## config.mk

```make
export PLATFORM = sky130hd
export DESIGN_NAME = ysyx_040729_exe_alu_multiplier
export DESIGN_NICKNAME = d
export VERILOG_FILES = /design/src/rtl/ysyx_040729_exe_alu_multiplier.sv
export SDC_FILE = /design/constraint.sdc
export NUM_CORES = 1
export LEC_CHECK = 0
export CORE_MARGIN = 2
export CORE_UTILIZATION = 55
export DETAILED_ROUTE_END_ITERATION = 7
export PLACE_DENSITY = 0.9
export SYNTH_ARGS = -nofsm -noshare
export SYNTH_HDL_FRONTEND = slang
export SYNTH_SLANG_ARGS = --single-unit
```

## constraint.sdc

```tcl
create_clock -name clk -period 3.8 [get_ports clk]
set_clock_uncertainty 0.15 [all_clocks]
set_input_delay 1.14 -clock clk [delete_from_list [all_inputs] [get_ports clk]]
set_output_delay 1.14 -clock clk [all_outputs]
set_load 0.05 [all_outputs]
```

## src/rtl/ysyx_040729_exe_alu_multiplier.sv

```systemverilog
// Iterative radix-2 shift-add multiplier for the EXE ALU (MUL/MULH/MULHSU/MULHU).
// It multiplies operand magnitudes over WIDTH cycles, then applies the sign in a single fix-up cycle.
//   state  | meaning
//   S_IDLE | ready for an operand pair; results hold the last product
//   S_BUSY | one shift-add iteration per cycle, WIDTH cycles in total
//   S_FIX  | apply the sign to the unsigned product
//   S_DONE | product valid, waiting for out_ready
module ysyx_040729_exe_alu_multiplier #(
  parameter int WIDTH = 32
) (
  input  logic             clk,
  input  logic             rst,
  input  logic             mul_valid,
  output logic             mul_ready,
  input  logic [1:0]       mul_signed,
  input  logic [WIDTH-1:0] multiplicand,
  input  logic [WIDTH-1:0] multiplier,
  input  logic             flush,
  output logic             out_valid,
  input  logic             out_ready,
  output logic [WIDTH-1:0] result_hi,
  output logic [WIDTH-1:0] result_lo
);

  localparam int CNT_W = $clog2(WIDTH) + 1;

  typedef enum logic [1:0] {S_IDLE, S_BUSY, S_FIX, S_DONE} state_t;

  state_t             r_state;
  state_t             w_state_nxt;
  logic [CNT_W-1:0]   r_cnt;
  logic [WIDTH-1:0]   r_mcand;
  logic [WIDTH-1:0]   r_acc;
  logic [WIDTH-1:0]   r_mplier;
  logic               r_neg;
  logic [2*WIDTH-1:0] r_prod;

  logic               w_accept;
  logic               w_last;
  logic               w_sign_a;
  logic               w_sign_b;
  logic [WIDTH-1:0]   w_mag_a;
  logic [WIDTH-1:0]   w_mag_b;
  logic [WIDTH:0]     w_sum;
  logic [2*WIDTH-1:0] w_prod;

  // Mode 2'b01 has no RISC-V meaning and falls through to unsigned*unsigned.
  assign w_sign_a = mul_signed[1] & multiplicand[WIDTH-1];
  assign w_sign_b = (mul_signed == 2'b11) & multiplier[WIDTH-1];
  assign w_mag_a  = w_sign_a ? (~multiplicand + WIDTH'(1)) : multiplicand;
  assign w_mag_b  = w_sign_b ? (~multiplier + WIDTH'(1)) : multiplier;

  assign w_accept = (r_state == S_IDLE) && mul_valid && !flush;
  assign w_last   = (r_cnt == CNT_W'(WIDTH - 1));
  assign w_sum    = {1'b0, r_acc} + (r_mplier[0] ? {1'b0, r_mcand} : {(WIDTH+1){1'b0}});
  assign w_prod   = {r_acc, r_mplier};

  always_comb begin
    w_state_nxt = r_state;
    case (r_state)
      S_IDLE:  if (mul_valid) w_state_nxt = S_BUSY;
      S_BUSY:  if (w_last)    w_state_nxt = S_FIX;
      S_FIX:                  w_state_nxt = S_DONE;
      S_DONE:  if (out_ready) w_state_nxt = S_IDLE;
      default:                w_state_nxt = S_IDLE;
    endcase
    if (flush) w_state_nxt = S_IDLE;
  end

  always_ff @(posedge clk) begin
    if (rst) begin
      r_state <= S_IDLE;
    end else begin
      r_state <= w_state_nxt;
    end
  end

  always_ff @(posedge clk) begin
    if (rst) begin
      r_cnt    <= '0;
      r_mcand  <= '0;
      r_acc    <= '0;
      r_mplier <= '0;
      r_neg    <= 1'b0;
      r_prod   <= '0;
    end else if (w_accept) begin
      r_cnt    <= '0;
      r_mcand  <= w_mag_a;
      r_acc    <= '0;
      r_mplier <= w_mag_b;
      r_neg    <= w_sign_a ^ w_sign_b;
    end else if (!flush) begin
      if (r_state == S_BUSY) begin
        // The carry out of the add lands in the accumulator MSB after the shift.
        r_acc    <= w_sum[WIDTH:1];
        r_mplier <= {w_sum[0], r_mplier[WIDTH-1:1]};
        r_cnt    <= r_cnt + CNT_W'(1);
      end
      if (r_state == S_FIX) begin
        r_prod <= r_neg ? (~w_prod + (2*WIDTH)'(1)) : w_prod;
      end
    end
  end

  assign mul_ready = (r_state == S_IDLE);
  assign out_valid = (r_state == S_DONE);
  assign result_hi = r_prod[2*WIDTH-1:WIDTH];
  assign result_lo = r_prod[WIDTH-1:0];

endmodule

```

==> impl_metrics.json <==
{
  "grt_pass1_wl_um": 48900,
  "synthesis.nets": 1503,
  "clock-root-buffer": "clkbuf_16",
  "first_pass_iters": 5,
  "synth_ff_type": "dfxtp_1",
  "final_hold_viol_count": 0,
  "synthCells": 1391,
  "portBuffers": 136,
  "grt_use_met2_pct": 46.4,
  "seqCellArea_um2": 3380,
  "nNetsFinal": 1613,
  "crit_family": "simple AND/OR/NAND/NOR gates",
  "path_cells": "clkdlybuf4s50_1, or4_4, nand4bb_1, or2_2, or2_2, o311ai_0, a21oi_1, a2111oi_0",
  "timing.fmax_mhz": 279,
  "hpwlAfterDp_um": 22900,
  "cp.required_ns": 3.97,
  "rrSetupSlack_ns": 0.27,
  "die_h_um": 144,
  "vias_per_cell": 6.11,
  "p_sw_share_pct": 30.4,
  "grt_max_degree": 62,
  "grt_usage_pct": 29.4,
  "std_cell_rows": 51,
  "die_area_um2": 20600,
  "rsz0062_at_grt": "false",
  "core-area_um2": 19300,
  "crit_type": "in -> reg",
  "switching_power_mw": 1.31,
  "status": "completed",
  "cp_common_cell": "or2_2",
  "die_w_um": 144,
  "drt_iter0_drc": 1116,
  "whs_path_depth": 2,
  "grt.met3_usage_pct": 5.96,
  "slew_violations": 0,
  "nFillCells": 1525,
  "p_clk_share_pct": 39.6,
  "hold_ws_ns": 0.303,
  "vdd_drop_max_mv": 0.287,
  "cts_tree": "done",
  "finalSetupViolCount": 0,
  "path_max_fanout": 2,
  "htreeDepth": 4,
  "yosysTopAreaCellShare_pct": 31.6,
  "synth_area_leaders": "dfxtp_1, nand2_1, xnor2_1, xor2_1, nor2_1",
  "postCtsSetupRepairBufs": 0,
  "worstPathArrival_ns": 3.76,
  "r2r_start": "r_mplier[4]",
  "power_density_nw_per_um2": 331,
  "grt_antenna_before_repair": 0,
  "yosysWarnings": 0,
  "multi_input_area_um2": 6910,
  "maxCapViolCount": 0,
  "slew_headroom_pct": 29.9,
  "ant_nets": 0,
  "route.vias.total": 10900,
  "slowest_stage": "or4_4",
  "worst-slew-pin-transition_ns": 1.05,
  "busiest_layer": "met2",
  "clk_pin_slew_ns": 0.07,
  "worstHoldStart": "r_prod[57]",
  "cp.depth": 8,
  "slowest_delay_ns": 0.54,
  "preCtsSetupSlack_ns": -0.165,
  "crit_path_end_kind": "flip-flop",
  "cp_num_buf_inv": 1,
  "min_to": "r_prod[57]",
  "synth-seq-area-share_pct": 31.6,
  "clock_path_buffers": 2,
  "fin_tns_setup_ns": 0,
  "worst_slack_ns": 0.211,
  "min_path_type": "reg -> reg",
  "reg2reg_to": "r_prod[62]",
  "routed_wl_um": 30500,
  "drc": 0,
  "yosys.cell_types.count": 64,
  "holdBufCountCts": 0,
  "numCtsBuffers": 17,
  "synth_area_per_cell_um2": 7.70,
  "clock-sinks": 169,
  "diodes": 0,
  "drive_gt1_share_pct": 7.27,
  "grt_overflow": 0,
  "met1_usage_pct": 40.8,
  "min_period_ns": 3.59,
  "power.leakage_nw": 4.73,
  "synth_area_um2": 10700,
  "seqPwrFrac_pct": 44.5,
  "syn2layout_area_growth_pct": 21.7,
  "globalplace.congestion": 0.987,
  "insertion_delay_ns": 0.44,
  "async_reset_ff_share_pct": 0,
  "intPower_mw": 3.00,
  "yosysTopAreaCell": "dfxtp_1",
  "grt_pass1_vias": 9751,
  "ys_ff_latch": 169,
  "p_comb_share_pct": 16.0,
  "final.period_utilization_pct": 94.5,
  "start_kind": "primary input",
  "wl_per_cell_um": 17.1,
  "post_cts_resized": 0,
  "synth-edff-count": 0,
  "initial_utilization_pct": 55.6,
  "r2r_cells": 8,
  "io-pin-count": 137
}
==> flip-flops by register name (all words and copies together), names as in the netlist <==
| name | count |
|---|---|
| r_prod | 64 |
| r_acc | 32 |
| r_mcand | 32 |
| r_mplier | 32 |
| r_cnt | 6 |
| r_state | 2 |
| r_neg | 1 |
==> worst min-delay path, stage by stage (launching register included) <==
cell	delay [ns]
dfxtp_1	0.31
nand2_1	0.05
a21oi_1	0.05
==> layer usage <==
metal  vias to the layer above  wire length (µm)
li1                       5213                 -
met1                      5030             13200
met2                       566             13800
met3                        64              2920
met4                         0               608
met5                         -                 0
==> synthesized netlist by cell type (all sizes together) (9+ instances only) <==
| library cell | n |
|---|---|
| a31oi | 9 |
| a21oi | 93 |
| or3 | 21 |
| a21o | 16 |
| o21ai | 71 |
| mux2i | 10 |
| clkbuf | 86 |
| inv | 16 |
| nand2b | 10 |
| a311oi | 29 |
| nor2 | 154 |
| ha | 40 |
| xor2 | 71 |
| nand2 | 180 |
| o41ai | 16 |
| nor4 | 10 |
| a211oi | 64 |
| o22ai | 9 |
| nor3 | 34 |
| dfxtp | 169 |
| nand4 | 11 |
| or4 | 21 |
| nand3 | 25 |
| xnor2 | 74 |
| or2 | 11 |
| and2 | 34 |
| o31ai | 28 |
| buf | 13 |
==> power groups by stage <==
stage	Sequential, mW	Clock [mW]	Combinational, mW
finish	1.92	1.71	0.689
global route	1.92	1.79	0.746
CTS	1.91	1.71	0.677
detailed placement	1.95	0	0.670
global placement	1.95	0	0.651
floorplan	1.93	0	0.442
==> per-stage QoR <==
| step | std cells | power [mW] | cell area, µm² | util, % |
|---|---|---|---|---|
| floorplan | 1391 | 2.37 | 10700 | - |
| global placement | 1747 | 2.60 | 12500 | 64.7 |
| detailed placement | 1747 | 2.62 | 12500 | 64.7 |
| CTS | 1779 | 4.30 | 13000 | 67.7 |
| global route | 1779 | 4.46 | 13000 | 67.7 |
| finish | 1779 | 4.31 | 13000 | 67.7 |
==> final cells by class <==
| class | count | share of cell area, % |
|---|---|---|
| Multi-Input combinational cell | 1107 | 53.0 |
| Sequential cell | 169 | 26.0 |
| Timing Repair Buffer | 190 | 13.6 |
| Clock buffer | 17 | 3.26 |
| Tap cell | 265 | 2.54 |
| Clock inverter | 15 | 1.18 |
| Inverter | 16 | 0.461 |
==> worst max-delay path by stage <==
stage                        start           end  slack, ns
floorplan           multiplier[12]  r_mplier[31]       0.25
global placement    multiplier[12]  r_mplier[31]      -0.13
detailed placement  multiplier[12]  r_mplier[31]      -0.17
CTS                 multiplier[12]  r_mplier[31]       0.24
global route           r_mplier[0]     r_acc[29]       0.04
finish              multiplier[12]  r_mplier[31]       0.21
==> cells by family after synthesis <==
group	Yosys count	synth area share, %
and+or+nand+nor	537	23.6
AOI/OAI and AO/OA	374	23.0
DFF	169	31.6
xor gates and xnor gates	145	11.9
buffers and inverters	115	4.11
adders and majority gates	41	4.86
muxes	10	0.934
==> placed cells by master, fill, tap and decap left out, types with 11 or more instances in the layout <==
master	n
buf_4	54
and2_1	34
xnor2_1	74
nand4_1	11
a21o_1	16
a211oi_1	64
clkbuf_16	17
o41ai_1	15
a311oi_1	29
xor2_1	71
or3_1	21
ha_1	40
a21oi_1	93
inv_1	16
nand2_1	180
or4_1	17
nor2_1	153
clkdlybuf4s50_1	135
o31ai_1	28
o21ai_0	71
dfxtp_1	168
nor3_1	33
nand3_1	25
(Power assumes the default switching activity.)
